--- config.mk ---
export PLATFORM = sky130hd
export DESIGN_NAME = cp0_ctrl
export DESIGN_NICKNAME = d
export VERILOG_FILES = /design/src/rtl/cp0_ctrl_pkg.sv /design/src/rtl/cp0_timer.sv /design/src/rtl/cp0_ctrl.sv
export SDC_FILE = /design/constraint.sdc
export NUM_CORES = 1
export LEC_CHECK = 0
export BUFFER_PORTS_ARGS = -buffer_cell sky130_fd_sc_hd__buf_2
export CAP_MARGIN = 10
export CORE_MARGIN = 10
export CORE_UTILIZATION = 53
export DETAILED_ROUTE_END_ITERATION = 10
export GPL_TIMING_DRIVEN = 0
export PLACE_DENSITY = 0.78
export SLEW_MARGIN = 20
export SYNTH_ARGS = -nofsm -noshare
export SYNTH_HDL_FRONTEND = slang
export SYNTH_SLANG_ARGS = --single-unit
--- constraint.sdc ---
create_clock -name clk -period 2.55 [get_ports clk]
set_input_delay 0.255 -clock clk [delete_from_list [all_inputs] [get_ports clk]]
set_output_delay 0.255 -clock clk [all_outputs]
set_load 0.02 [all_outputs]
--- src/rtl/cp0_ctrl_pkg.sv ---
// Shared CP0 definitions: register numbers, Status/Cause field layout,
// exception codes and packing helpers for MFC0 reads.
package cp0_ctrl_pkg;

  localparam logic [4:0] CP0_COUNT   = 5'd9;
  localparam logic [4:0] CP0_COMPARE = 5'd11;
  localparam logic [4:0] CP0_STATUS  = 5'd12;
  localparam logic [4:0] CP0_CAUSE   = 5'd13;
  localparam logic [4:0] CP0_EPC     = 5'd14;
  localparam logic [4:0] CP0_PRID    = 5'd15;

  localparam int ST_IE     = 0;
  localparam int ST_EXL    = 1;
  localparam int ST_IM_LO  = 10;
  localparam int CA_EXC_LO = 2;
  localparam int CA_IP_LO  = 10;
  localparam int CA_TI     = 30;
  localparam int CA_BD     = 31;

  typedef enum logic [4:0] {
    EXC_INT  = 5'd0,
    EXC_ADEL = 5'd4,
    EXC_ADES = 5'd5,
    EXC_RI   = 5'd10,
    EXC_OV   = 5'd12
  } exc_code_e;

  typedef struct packed {
    logic [5:0] im;
    logic       exl;
    logic       ie;
  } status_t;

  typedef struct packed {
    logic       bd;
    logic       ti;
    logic [5:0] ip;
    logic [4:0] exc;
  } cause_t;

  function automatic logic [31:0] pack_status(input status_t s);
    logic [31:0] v;
    v                = 32'h0000_0000;
    v[ST_IM_LO +: 6] = s.im;
    v[ST_EXL]        = s.exl;
    v[ST_IE]         = s.ie;
    return v;
  endfunction

  function automatic logic [31:0] pack_cause(input cause_t c);
    logic [31:0] v;
    v                 = 32'h0000_0000;
    v[CA_BD]          = c.bd;
    v[CA_TI]          = c.ti;
    v[CA_IP_LO +: 6]  = c.ip;
    v[CA_EXC_LO +: 5] = c.exc;
    return v;
  endfunction

endpackage

--- src/rtl/cp0_timer.sv ---
// CP0 Count/Compare timer: prescaled 32-bit Count, Compare register and a
// sticky timer-interrupt flag cleared by a Compare write.
module cp0_timer #(
  parameter int COUNT_DIV = 1
) (
  input  logic        clk,
  input  logic        rst_n,
  input  logic        wr_count,
  input  logic        wr_compare,
  input  logic [31:0] wr_data,
  output logic [31:0] count,
  output logic [31:0] compare,
  output logic        ti
);

  localparam logic [3:0] PRE_MAX = 4'(COUNT_DIV - 1);

  logic [3:0]  r_pre;
  logic [31:0] r_count;
  logic [31:0] r_compare;
  logic        r_inc_d;
  logic        r_ti;
  logic        w_wrap;

  assign w_wrap = (r_pre == PRE_MAX);

  // Prescaler and Count; a software load restarts the prescale period
  always_ff @(posedge clk or negedge rst_n) begin
    if (!rst_n) begin
      r_pre   <= 4'd0;
      r_count <= 32'h0000_0000;
      r_inc_d <= 1'b0;
    end else if (wr_count) begin
      r_pre   <= 4'd0;
      r_count <= wr_data;
      r_inc_d <= 1'b0;
    end else if (w_wrap) begin
      r_pre   <= 4'd0;
      r_count <= r_count + 32'd1;
      r_inc_d <= 1'b1;
    end else begin
      r_pre   <= r_pre + 4'd1;
      r_count <= r_count;
      r_inc_d <= 1'b0;
    end
  end

  // Compare register and TI; the match is only armed by a real increment
  always_ff @(posedge clk or negedge rst_n) begin
    if (!rst_n) begin
      r_compare <= 32'h0000_0000;
      r_ti      <= 1'b0;
    end else if (wr_compare) begin
      r_compare <= wr_data;
      r_ti      <= 1'b0;
    end else if (r_inc_d && (r_count == r_compare)) begin
      r_compare <= r_compare;
      r_ti      <= 1'b1;
    end else begin
      r_compare <= r_compare;
      r_ti      <= r_ti;
    end
  end

  assign count   = r_count;
  assign compare = r_compare;
  assign ti      = r_ti;

endmodule

--- src/rtl/cp0_ctrl.sv ---
// Coprocessor-0 control: Status/Cause/EPC/PRId, optional Count/Compare timer,
// masked interrupt request, hardware exception entry and ERET return.
module cp0_ctrl
  import cp0_ctrl_pkg::*;
#(
  parameter int          NUM_HWINT = 6,
  parameter int          PC_W      = 30,
  parameter logic [31:0] PRID_VAL  = 32'h1234_5678,
  parameter int          TIMER_EN  = 1,
  parameter int          COUNT_DIV = 1
) (
  input  logic                 clk,
  input  logic                 rst_n,
  input  logic [4:0]           rd_addr,
  output logic [31:0]          rd_data,
  input  logic                 wr_en,
  input  logic [4:0]           wr_addr,
  input  logic [31:0]          wr_data,
  input  logic [NUM_HWINT-1:0] hw_int,
  input  logic                 exc_req,
  input  logic [4:0]           exc_code,
  input  logic [PC_W-1:0]      exc_pc,
  input  logic                 exc_bd,
  input  logic                 eret,
  output logic                 int_req,
  output logic [PC_W-1:0]      epc,
  output logic                 exl
);

  status_t         r_status;
  logic [5:0]      r_ip;
  logic            r_bd;
  logic [4:0]      r_exc;
  logic [PC_W-1:0] r_epc;

  logic            w_wr_status;
  logic            w_wr_epc;
  logic            w_wr_count;
  logic            w_wr_compare;
  logic            w_capture_pc;
  logic [5:0]      w_hw_pad;
  logic [5:0]      w_ip_eff;
  logic [31:0]     w_count;
  logic [31:0]     w_compare;
  logic            w_ti;
  logic [31:0]     w_epc_rd;
  cause_t          w_cause;

  assign w_wr_status  = wr_en && (wr_addr == CP0_STATUS);
  assign w_wr_epc     = wr_en && (wr_addr == CP0_EPC);
  assign w_wr_count   = wr_en && (wr_addr == CP0_COUNT);
  assign w_wr_compare = wr_en && (wr_addr == CP0_COMPARE);
  // A nested exception (EXL already set) must not clobber the return point
  assign w_capture_pc = exc_req && !r_status.exl;

  generate
    if (TIMER_EN != 0) begin : g_timer
      cp0_timer #(
        .COUNT_DIV (COUNT_DIV)
      ) u_timer (
        .clk        (clk),
        .rst_n      (rst_n),
        .wr_count   (w_wr_count),
        .wr_compare (w_wr_compare),
        .wr_data    (wr_data),
        .count      (w_count),
        .compare    (w_compare),
        .ti         (w_ti)
      );
    end else begin : g_no_timer
      assign w_count   = 32'h0000_0000;
      assign w_compare = 32'h0000_0000;
      assign w_ti      = 1'b0;
    end
  endgenerate

  // Widen the external interrupt lines onto the six IP slots
  always_comb begin
    w_hw_pad                = 6'b000000;
    w_hw_pad[NUM_HWINT-1:0] = hw_int;
  end

  // Status: EXL priority is exception > ERET > MTC0; IM/IE only via MTC0
  always_ff @(posedge clk or negedge rst_n) begin
    if (!rst_n) begin
      r_status <= '0;
    end else begin
      if (w_wr_status) begin
        r_status.im <= wr_data[ST_IM_LO +: 6];
        r_status.ie <= wr_data[ST_IE];
      end else begin
        r_status.im <= r_status.im;
        r_status.ie <= r_status.ie;
      end
      if (exc_req) begin
        r_status.exl <= 1'b1;
      end else if (eret) begin
        r_status.exl <= 1'b0;
      end else if (w_wr_status) begin
        r_status.exl <= wr_data[ST_EXL];
      end else begin
        r_status.exl <= r_status.exl;
      end
    end
  end

  // Cause: IP samples the interrupt lines, BD/ExcCode record exceptions
  always_ff @(posedge clk or negedge rst_n) begin
    if (!rst_n) begin
      r_ip  <= 6'b000000;
      r_bd  <= 1'b0;
      r_exc <= 5'd0;
    end else begin
      r_ip <= w_hw_pad;
      if (exc_req) begin
        r_exc <= exc_code;
      end else begin
        r_exc <= r_exc;
      end
      if (w_capture_pc) begin
        r_bd <= exc_bd;
      end else begin
        r_bd <= r_bd;
      end
    end
  end

  // EPC: delay-slot faults return to the branch, one word earlier
  always_ff @(posedge clk or negedge rst_n) begin
    if (!rst_n) begin
      r_epc <= '0;
    end else if (w_capture_pc) begin
      r_epc <= exc_bd ? (exc_pc - {{(PC_W-1){1'b0}}, 1'b1}) : exc_pc;
    end else if (w_wr_epc) begin
      r_epc <= wr_data[PC_W+1:2];
    end else begin
      r_epc <= r_epc;
    end
  end

  assign w_ip_eff = r_ip | {w_ti, 5'b00000};
  assign int_req  = r_status.ie & ~r_status.exl & (|(w_ip_eff & r_status.im));
  assign epc      = r_epc;
  assign exl      = r_status.exl;

  // Assemble the architectural Cause and EPC read views
  always_comb begin
    w_cause.bd         = r_bd;
    w_cause.ti         = w_ti;
    w_cause.ip         = w_ip_eff;
    w_cause.exc        = r_exc;
    w_epc_rd           = 32'h0000_0000;
    w_epc_rd[PC_W+1:2] = r_epc;
  end

  // MFC0 read mux; unmapped registers read zero
  always_comb begin
    rd_data = 32'h0000_0000;
    case (rd_addr)
      CP0_COUNT:   rd_data = w_count;
      CP0_COMPARE: rd_data = w_compare;
      CP0_STATUS:  rd_data = pack_status(r_status);
      CP0_CAUSE:   rd_data = pack_cause(w_cause);
      CP0_EPC:     rd_data = w_epc_rd;
      CP0_PRID:    rd_data = PRID_VAL;
      default:     rd_data = 32'h0000_0000;
    endcase
  end

endmodule

==> out/results.txt, run 1 <==
Outcome: finished clean
Area of combinational cells with multiple inputs: 4033 sq um
Final global-route overflow total: 0
First-pass DRT Iterations: 5
RSZ-0062 raised after global routing: false
Overall Power: 7050 uW
Number of buffers created by CTS: 17
Portion of total power attributed to combinational logic: 0.280
Std cell rows: 42
Weighted congestion at the end of routability-driven global placement: 0.9691
Most common cell in the netlist: sky130_fd_sc_hd__dfrtp_1
Filler Cell Count: 1065
Leading post-synthesis cells by cell area: sky130_fd_sc_hd__dfrtp_1 42%, sky130_fd_sc_hd__mux2_2 7.0%, sky130_fd_sc_hd__mux2i_1 6.2%, sky130_fd_sc_hd__xor2_1 5.9%, sky130_fd_sc_hd__xnor2_1 5.3%
Kind of launch point of the worst setup path: primary input
Buffer and inverter count on the worst path: 3
Post-route cell area: 8867 sq um
Total placed instance area: 8238 sq um
Net switching power figure: 2490 uW
Residual DRC: 0
Number of sinks on the clock net: 120
Maximum fanout along the worst path: 10
Mean post-synth cell area: 9.722 sq um
Area Growth Syn to Fin: 22.59%
Category of the worst setup path capture point: output port
CTS root buffer: sky130_fd_sc_hd__clkbuf_16
Clock transition at path regs: 60 ps
Period utilisation layout: 0.9265
Max-capacitance violation count: 0
Share of the yosys chip area belonging to registers: 0.4152
Max stage delay cell, worst path: sky130_fd_sc_hd__clkbuf_1
Antenna violations before repair: 1
Sw frac: 0.3532
Sequential standard cell area: 3003 sq um
Final Hold Viols: 0
Worst path cell trace: clkbuf_1 > and3_1 > nor2b_1 > clkbuf_2 > nand2_1 > o21ai_0 > buf_2
Via count of the first global-routing pass: 6434
Drt initial violations: 677
Overall via count from detail_route: 6520
IO buf count: 150
Global Route Usage Sum: 0.2487
Cell type contributing the most total cell area after synthesis: sky130_fd_sc_hd__dfrtp_1
Post-DP HPWL: 17930 um
Clock tree buffer depth: 2
Worst endpoint required time: 2300 ps
CTS tree: built
ANT nets after route: 0
Placeable core area: 13300 sq um
Internal portion of total power: 4560 uW
Sequential fraction of design power: 0.409
Routed len/inst: 20.88 um
Area enclosed by the die boundary: 18720 sq um
DIE HEIGHT: 136.8 um
Core occupancy in the finished layout: 0.6669
Transition time at the pin with the least slew margin: 1041 ps
EDFF count, synth: 0
Average via count per standard cell: 5.874
Type of the tightest min-delay check: in2reg
Latest clock arrival within the worst-skew pair: 420 ps
Signal arrival time at the worst endpoint: 2110 ps
CP max stage delay: 380 ps
Peak ir drop on the vdd network: 0.4892 mV
Worst-case clock skew: 9.359 ps
Cell types with the highest counts after synthesis: 120 x sky130_fd_sc_hd__dfrtp_1, 79 x sky130_fd_sc_hd__nand2_1, 56 x sky130_fd_sc_hd__o21ai_0
Max_slew headroom: 0.3045
Width of the die: 136.8 um
Setup TNS: 0 ps
Gate count of the mapped netlist: 744
Yosys synthesis warning count: 0
Number of nets in the synthesized netlist: 837
Share of layout cells above drive strength 1: 0.2755
Time the final worst path needs with I/O delays and setup: 2363 ps
Highest clock frequency the design can meet: 0.4233 GHz
Reg-to-reg setup timing slack: 250 ps
Largest net degree at the start of global routing: 74
Clk pwr share: 0.311
Max Slew Vio Count: 0
Wire length of the first global-routing pass: 35650 um
Cell type group with the largest total delay on the critical path: buffers and inverters
Layout Nets: 1014
Library cells used by synthesis: 52
Ratio of total power to cell area: 795.0 nW/um^2
Top flip-flop cell by instance count after synthesis: sky130_fd_sc_hd__dfrtp_1
Mapped cell area: 7233 sq um
Post-synth top area share: 0.4152
Max H-tree Level: 4
I/O Pins: 153
Leakage power of the design: 0.003733 uW
Worst setup path class: in2out
Overall routed net length: 23180 um
Starting density of the core: 0.5440
Async set-or-reset flop fraction in the synthesized netlist: 1.000
Final setup violation count: 0
Flip-flop and latch count after synthesis: 120
final timing paths:
path	endpoint	cells after the start	from
max	rd_data[16]	7	rd_addr[1]
min in group asynchronous	epc[20]	2	rst_n
max in group asynchronous	g_timer.u_timer.r_pre[1]	3	rst_n
min reg2reg	g_timer.u_timer.r_pre[0]	1	g_timer.u_timer.r_pre[0]
max reg2reg	g_timer.u_timer.count[31]	7	g_timer.u_timer.r_pre[0]
min	exl	2	eret
worst reg2reg max path: cells and delay by family, from the launching register on:
kind	cells	cell delay [ps]
xor+xnor	1	170
fa+ha+maj	1	180
buf+inv	1	70
flops	1	400
mux	1	260
simple gates	3	1100
metal layers:
layer | GRT usage | up-vias | share of wire
li1 | - | 3023 | -
met1 | 0.3197 | 3141 | 0.41
met2 | 0.4046 | 303 | 0.48
met3 | 0.04912 | 53 | 0.075
met4 | 0.09719 | 0 | 0.031
met5 | 0 | - | 0
layout by cell type, fill, tap and decap left out, types with 27 or more instances in the layout:
cell and count:
sky130_fd_sc_hd__buf_2 158, sky130_fd_sc_hd__dfrtp_1 120, sky130_fd_sc_hd__nand2_1 79, sky130_fd_sc_hd__o21ai_0 56
sky130_fd_sc_hd__xor2_1 49, sky130_fd_sc_hd__mux2i_1 45, sky130_fd_sc_hd__mux2_2 45, sky130_fd_sc_hd__xnor2_1 44
sky130_fd_sc_hd__clkbuf_1 34, sky130_fd_sc_hd__a21oi_1 33, sky130_fd_sc_hd__nor2b_1 27
stage by stage:
| stage | std cells | hold slack [ps] | setup WS, ps |
|---|---|---|---|
| 4_1_cts | 1109 | 29.71 | 84.04 |
| 3_3_place_gp | 1070 | 364.2 | -294.0 |
| 6_report | 1110 | 31.56 | 187.4 |
| 3_5_place_dp | 1071 | 209.0 | -26.32 |
| 5_1_grt | 1110 | 30.10 | 72.78 |
| 2_1_floorplan | 744 | -40.59 | 431.6 |
what timing repair did:
action / 4_1_cts / 5_1_grt
gates resized for setup: 0 / 4
hold buffers: 7 / 0
endpoints found under the hold margin: 53 / 0
setup endpoints to repair: 0 / 3
buffers inserted: 0 / 0
area by class of cell:
cell class | count | area share
Buffer | 46 | 0.02215
Timing Repair Buffer | 158 | 0.09637
Antenna cell | 1 | 0.0002822
Clock inverter | 9 | 0.008748
Inverter | 7 | 0.002963
Tap cell | 176 | 0.02483
Sequential cell | 120 | 0.3386
Clock buffer | 22 | 0.05122
Multi-Input combinational cell | 571 | 0.4548
registers in the layout, indices dropped and copies added, names as in the netlist:
name and flops:
g_timer.u_timer.r_pre 4, g_timer.u_timer.count 32, g_timer.u_timer.r_inc_d 1, r_ip 6
g_timer.u_timer.ti 1, r_status 7, g_timer.u_timer.compare 32, r_exc 5
epc 30, exl 1, r_bd 1
cells by family after synthesis:
kind of cell,after synthesis,share of synthesized area
buf+inv,53,0.03062
xor+xnor,93,0.1126
flops,120,0.4152
mux,90,0.1323
simple gates,239,0.1860
compound gates,145,0.1164
fa+ha+maj,4,0.006919
power by group through the flow:
stage	Combinational (uW)	Sequential (uW)	Clock, uW
after floorplan	1210	2850	0
after global placement	1860	2860	0
after detailed placement	1900	2880	0
after CTS	1940	2860	2180
after global routing	2130	2940	2280
final	1970	2890	2190
Power figures use the tool's default switching activity.
==> run 2, diff against run 1 <==
--- a/config.mk
+++ b/config.mk
@@ -15,4 +15,5 @@
 export SLEW_MARGIN = 20
 export SYNTH_ARGS = -nofsm -noshare
 export SYNTH_HDL_FRONTEND = slang
+export SYNTH_HIERARCHICAL = 1
 export SYNTH_SLANG_ARGS = --single-unit
==> run 2 against run 1 <==
Compared with the run above: wire length up 12%; final cell count rose by 1.2%; fmax shrank 5.9%; combinational power decreased by 12%; synthesized cell count up 0.81%; sequential share of layout area down 0.29 points; via count up 8.8%; sequential power grew 2%; die area fell by 1.1%; non-clock buffer count rose by 14; hold slack better by 4.3 ps; critical endpoint is now g_timer.u_timer/count[31].
==> out/results.txt, run 2 <==
Worst reg2reg path startpoint: g_timer.u_timer/count[9]
Post-synthesis share of cell area spent on and, or, nand and nor gates: 0.2151
Flip-flop and latch count after synthesis: 120
CTS root buffer: sky130_fd_sc_hd__clkbuf_16
Transition time at the pin with the least slew margin: 978.0 ps
First-pass DRT Iterations: 8
Final Hold Viols: 0
Width of the die: 136.1 um
Starting density of the core: 0.5394
CTS tree: built
CP max stage delay: 540 ps
Std cell rows: 42
Peak ir drop on the vdd network: 0.5242 mV
Mapped cell area: 7143 sq um
Worst path cell trace: nand3_2 > or4_1 > buf_2 > or4_4 > or4_1 > nand3_1
Leakage power of the design: 0.003896 uW
Cell type group with the largest total delay on the critical path: simple AND/OR/NAND/NOR gates
Worst endpoint required time: 2910 ps
Average via count per standard cell: 6.314
Parity-gate share of the synthesized area counting xor and xnor cells: 0.08828
Max_slew headroom: 0.3430
Share of layout cells above drive strength 1: 0.2844
Post-DP HPWL: 19560 um
Layout Nets: 1026
Core occupancy in the finished layout: 0.6776
Max-capacitance violation count: 0
Most used cells in the layout excluding fill and tap cells: 152 x sky130_fd_sc_hd__buf_2, 112 x sky130_fd_sc_hd__dfrtp_1, 79 x sky130_fd_sc_hd__nand2_1
Largest net degree at the start of global routing: 66
Type of the tightest min-delay check: in2reg
Async set-or-reset flop fraction in the synthesized netlist: 1.000
Filler Cell Count: 1103
Top flip-flop cell by instance count after synthesis: sky130_fd_sc_hd__dfrtp_1
Latest clock arrival within the worst-skew pair: 430 ps
Routed len/inst: 23.06 um
Post-synth top area share: 0.4204
Cell types with the highest counts after synthesis: 120 x sky130_fd_sc_hd__dfrtp_1, 79 x sky130_fd_sc_hd__nand2_1, 50 x sky130_fd_sc_hd__xnor2_1
Cell type contributing the most total cell area after synthesis: sky130_fd_sc_hd__dfrtp_1
Adder-cell share of the synthesized area: 0.007006
Overall routed net length: 25900 um
Max H-tree Level: 4
Number of nets in the synthesized netlist: 843
Yosys synthesis warning count: 6
Weighted congestion at the end of routability-driven global placement: 0.9917
Overall via count from detail_route: 7091
Number of sinks on the clock net: 120
Ratio of total power to cell area: 819.3 nW/um^2
Drt initial violations: 922
Clock tree buffer depth: 2
Final critical-path setup slack: 40.21 ps
Antenna violations before repair: 3
Via count of the first global-routing pass: 6892
Wire length of the first global-routing pass: 39030 um
Mean post-synth cell area: 9.524 sq um
Reg-to-reg setup timing slack: 40 ps
IO buf count: 150
Time the final worst path needs with I/O delays and setup: 2510 ps
Area Growth Syn to Fin: 25.63%
Reg2reg end: g_timer.u_timer/count[31]
Max Slew Vio Count: 0
Multiplexer fraction of the synthesized cell area: 0.07970
Maximum fanout along the worst path: 7
DIE HEIGHT: 136.1 um
EDFF count, synth: 0
Leading post-synthesis cells by cell area: sky130_fd_sc_hd__dfrtp_1 42%, sky130_fd_sc_hd__mux2_2 7.4%, sky130_fd_sc_hd__xnor2_1 6.1%, sky130_fd_sc_hd__nand2_1 4.2%, sky130_fd_sc_hd__a211oi_1 2.7%
Gate count of the mapped netlist: 750
Library cells used by synthesis: 52
Period utilisation layout: 0.9842
Last element of the critical path: g_timer.u_timer/count[31]
Most common cell in the netlist: sky130_fd_sc_hd__dfrtp_1
Clock transition at path regs: 60 ps
Signal arrival time at the worst endpoint: 2870 ps
Share of the yosys chip area belonging to registers: 0.4204
Worst reg-to-reg path cell count: 6
Worst hold slack: 35.82 ps
Global Route Usage Sum: 0.2751
Outcome: finished clean
Overall Power: 7352 uW
Most common cell after layout, fill and taps aside: sky130_fd_sc_hd__buf_2
Residual DRC: 0
Final setup violation count: 0
ANT nets after route: 0
Placeable core area: 13240 sq um
Area enclosed by the die boundary: 18520 sq um
Buffer and inverter count on the worst path: 1
Kind of launch point of the worst setup path: register
Final global-route overflow total: 0
Worst-case clock skew: 5.451 ps
Number of logic stages on the critical path including buffering: 6
I/O Pins: 153
Number of buffers created by CTS: 17
Max stage delay cell, worst path: sky130_fd_sc_hd__or4_1
Total placed instance area: 8154 sq um
Worst slack after detailed placement: -523.0 ps
Largest family of logic cells by synthesized area: simple AND/OR/NAND/NOR gates
Cell seen most often among critical-path stages: sky130_fd_sc_hd__or4_1
Synth Area in Compound Gates: 0.1459
Critical path origin: g_timer.u_timer/count[9]
Category of the worst setup path capture point: register
Post-route cell area: 8974 sq um
Highest clock frequency the design can meet: 0.3984 GHz
Worst setup path class: reg2reg
-- run 2: cells by family (layout without fill, tap and decap cells) --
logic type / count (synthesis) / count (layout)
compound gates: 149 / 149
xor+xnor: 72 / 72
fa+ha+maj: 4 / 4
buf+inv: 79 / 275
flops: 120 / 120
mux: 51 / 51
other cells: 0 / 1
simple gates: 275 / 275
-- run 2: final cells by class --
class	instances	area, sq um	area share
multi-input cells	551	3856	0.4297
flip-flops and latches	120	3013	0.3358
repair buffers	165	907.1	0.1011
clock buffers	18	439.2	0.04894
clock inverters	14	221.5	0.02468
plain buffers	53	220.2	0.02454
well taps	176	220.2	0.02454
inverters	25	93.84	0.01046
diodes	1	2.502	0.0002789
-- run 2: power breakdown --
group,leakage (uW),total (uW),internal (uW),switching [uW]
combinational,0.00216,1730,778,951
sequential,0.00141,2940,2340,606
clock,0.000325,2680,1770,912
total,0.00390,7350,4880,2470
-- run 2: stage by stage --
stage	instances	setup TNS, ps
floorplan	750	0
global placement	1076	-67860
detailed placement	1077	-23470
CTS	1119	0
global route	1123	-199.3
finish	1123	0
-- run 2: layer usage --
layer  vias up  part of all wire  track usage
met5         -           0.00027            0
met4         2             0.040       0.1408
met3        77              0.10      0.05978
met2       445              0.48       0.4339
met1      3387              0.38       0.3484
li1       3180                 -            -
-- run 2: repair_timing --
| action | in CTS | in global routing |
|---|---|---|
| hold buffers | 7 | 0 |
| resized for setup | 2 | 17 |
| pin swaps | 2 | 1 |
| setup buffers | 4 | 3 |
| setup endpoints to repair | 34 | 44 |
| hold endpoints to repair | 70 | 0 |
-- run 2: worst reg2reg max path, delay by kind of cell, from the launching register on --
kind | cells | cell delay, ps
buf+inv | 1 | 190
flops | 1 | 440
simple gates | 5 | 1810
-- run 2: how the worst min path moves through the flow --
| stage | startpoint | endpoint | slack, ps | depth (start not counted) |
|---|---|---|---|---|
| after floorplan | rst_n | epc[0] | -40 | 0 |
| after global placement | hw_int[4] | r_ip[4] | 360 | 1 |
| after detailed placement | rst_n | r_ip[0] | 290 | 1 |
| after CTS | eret | exl | 30 | 2 |
| after global routing | eret | exl | 40 | 2 |
| final | eret | exl | 40 | 2 |
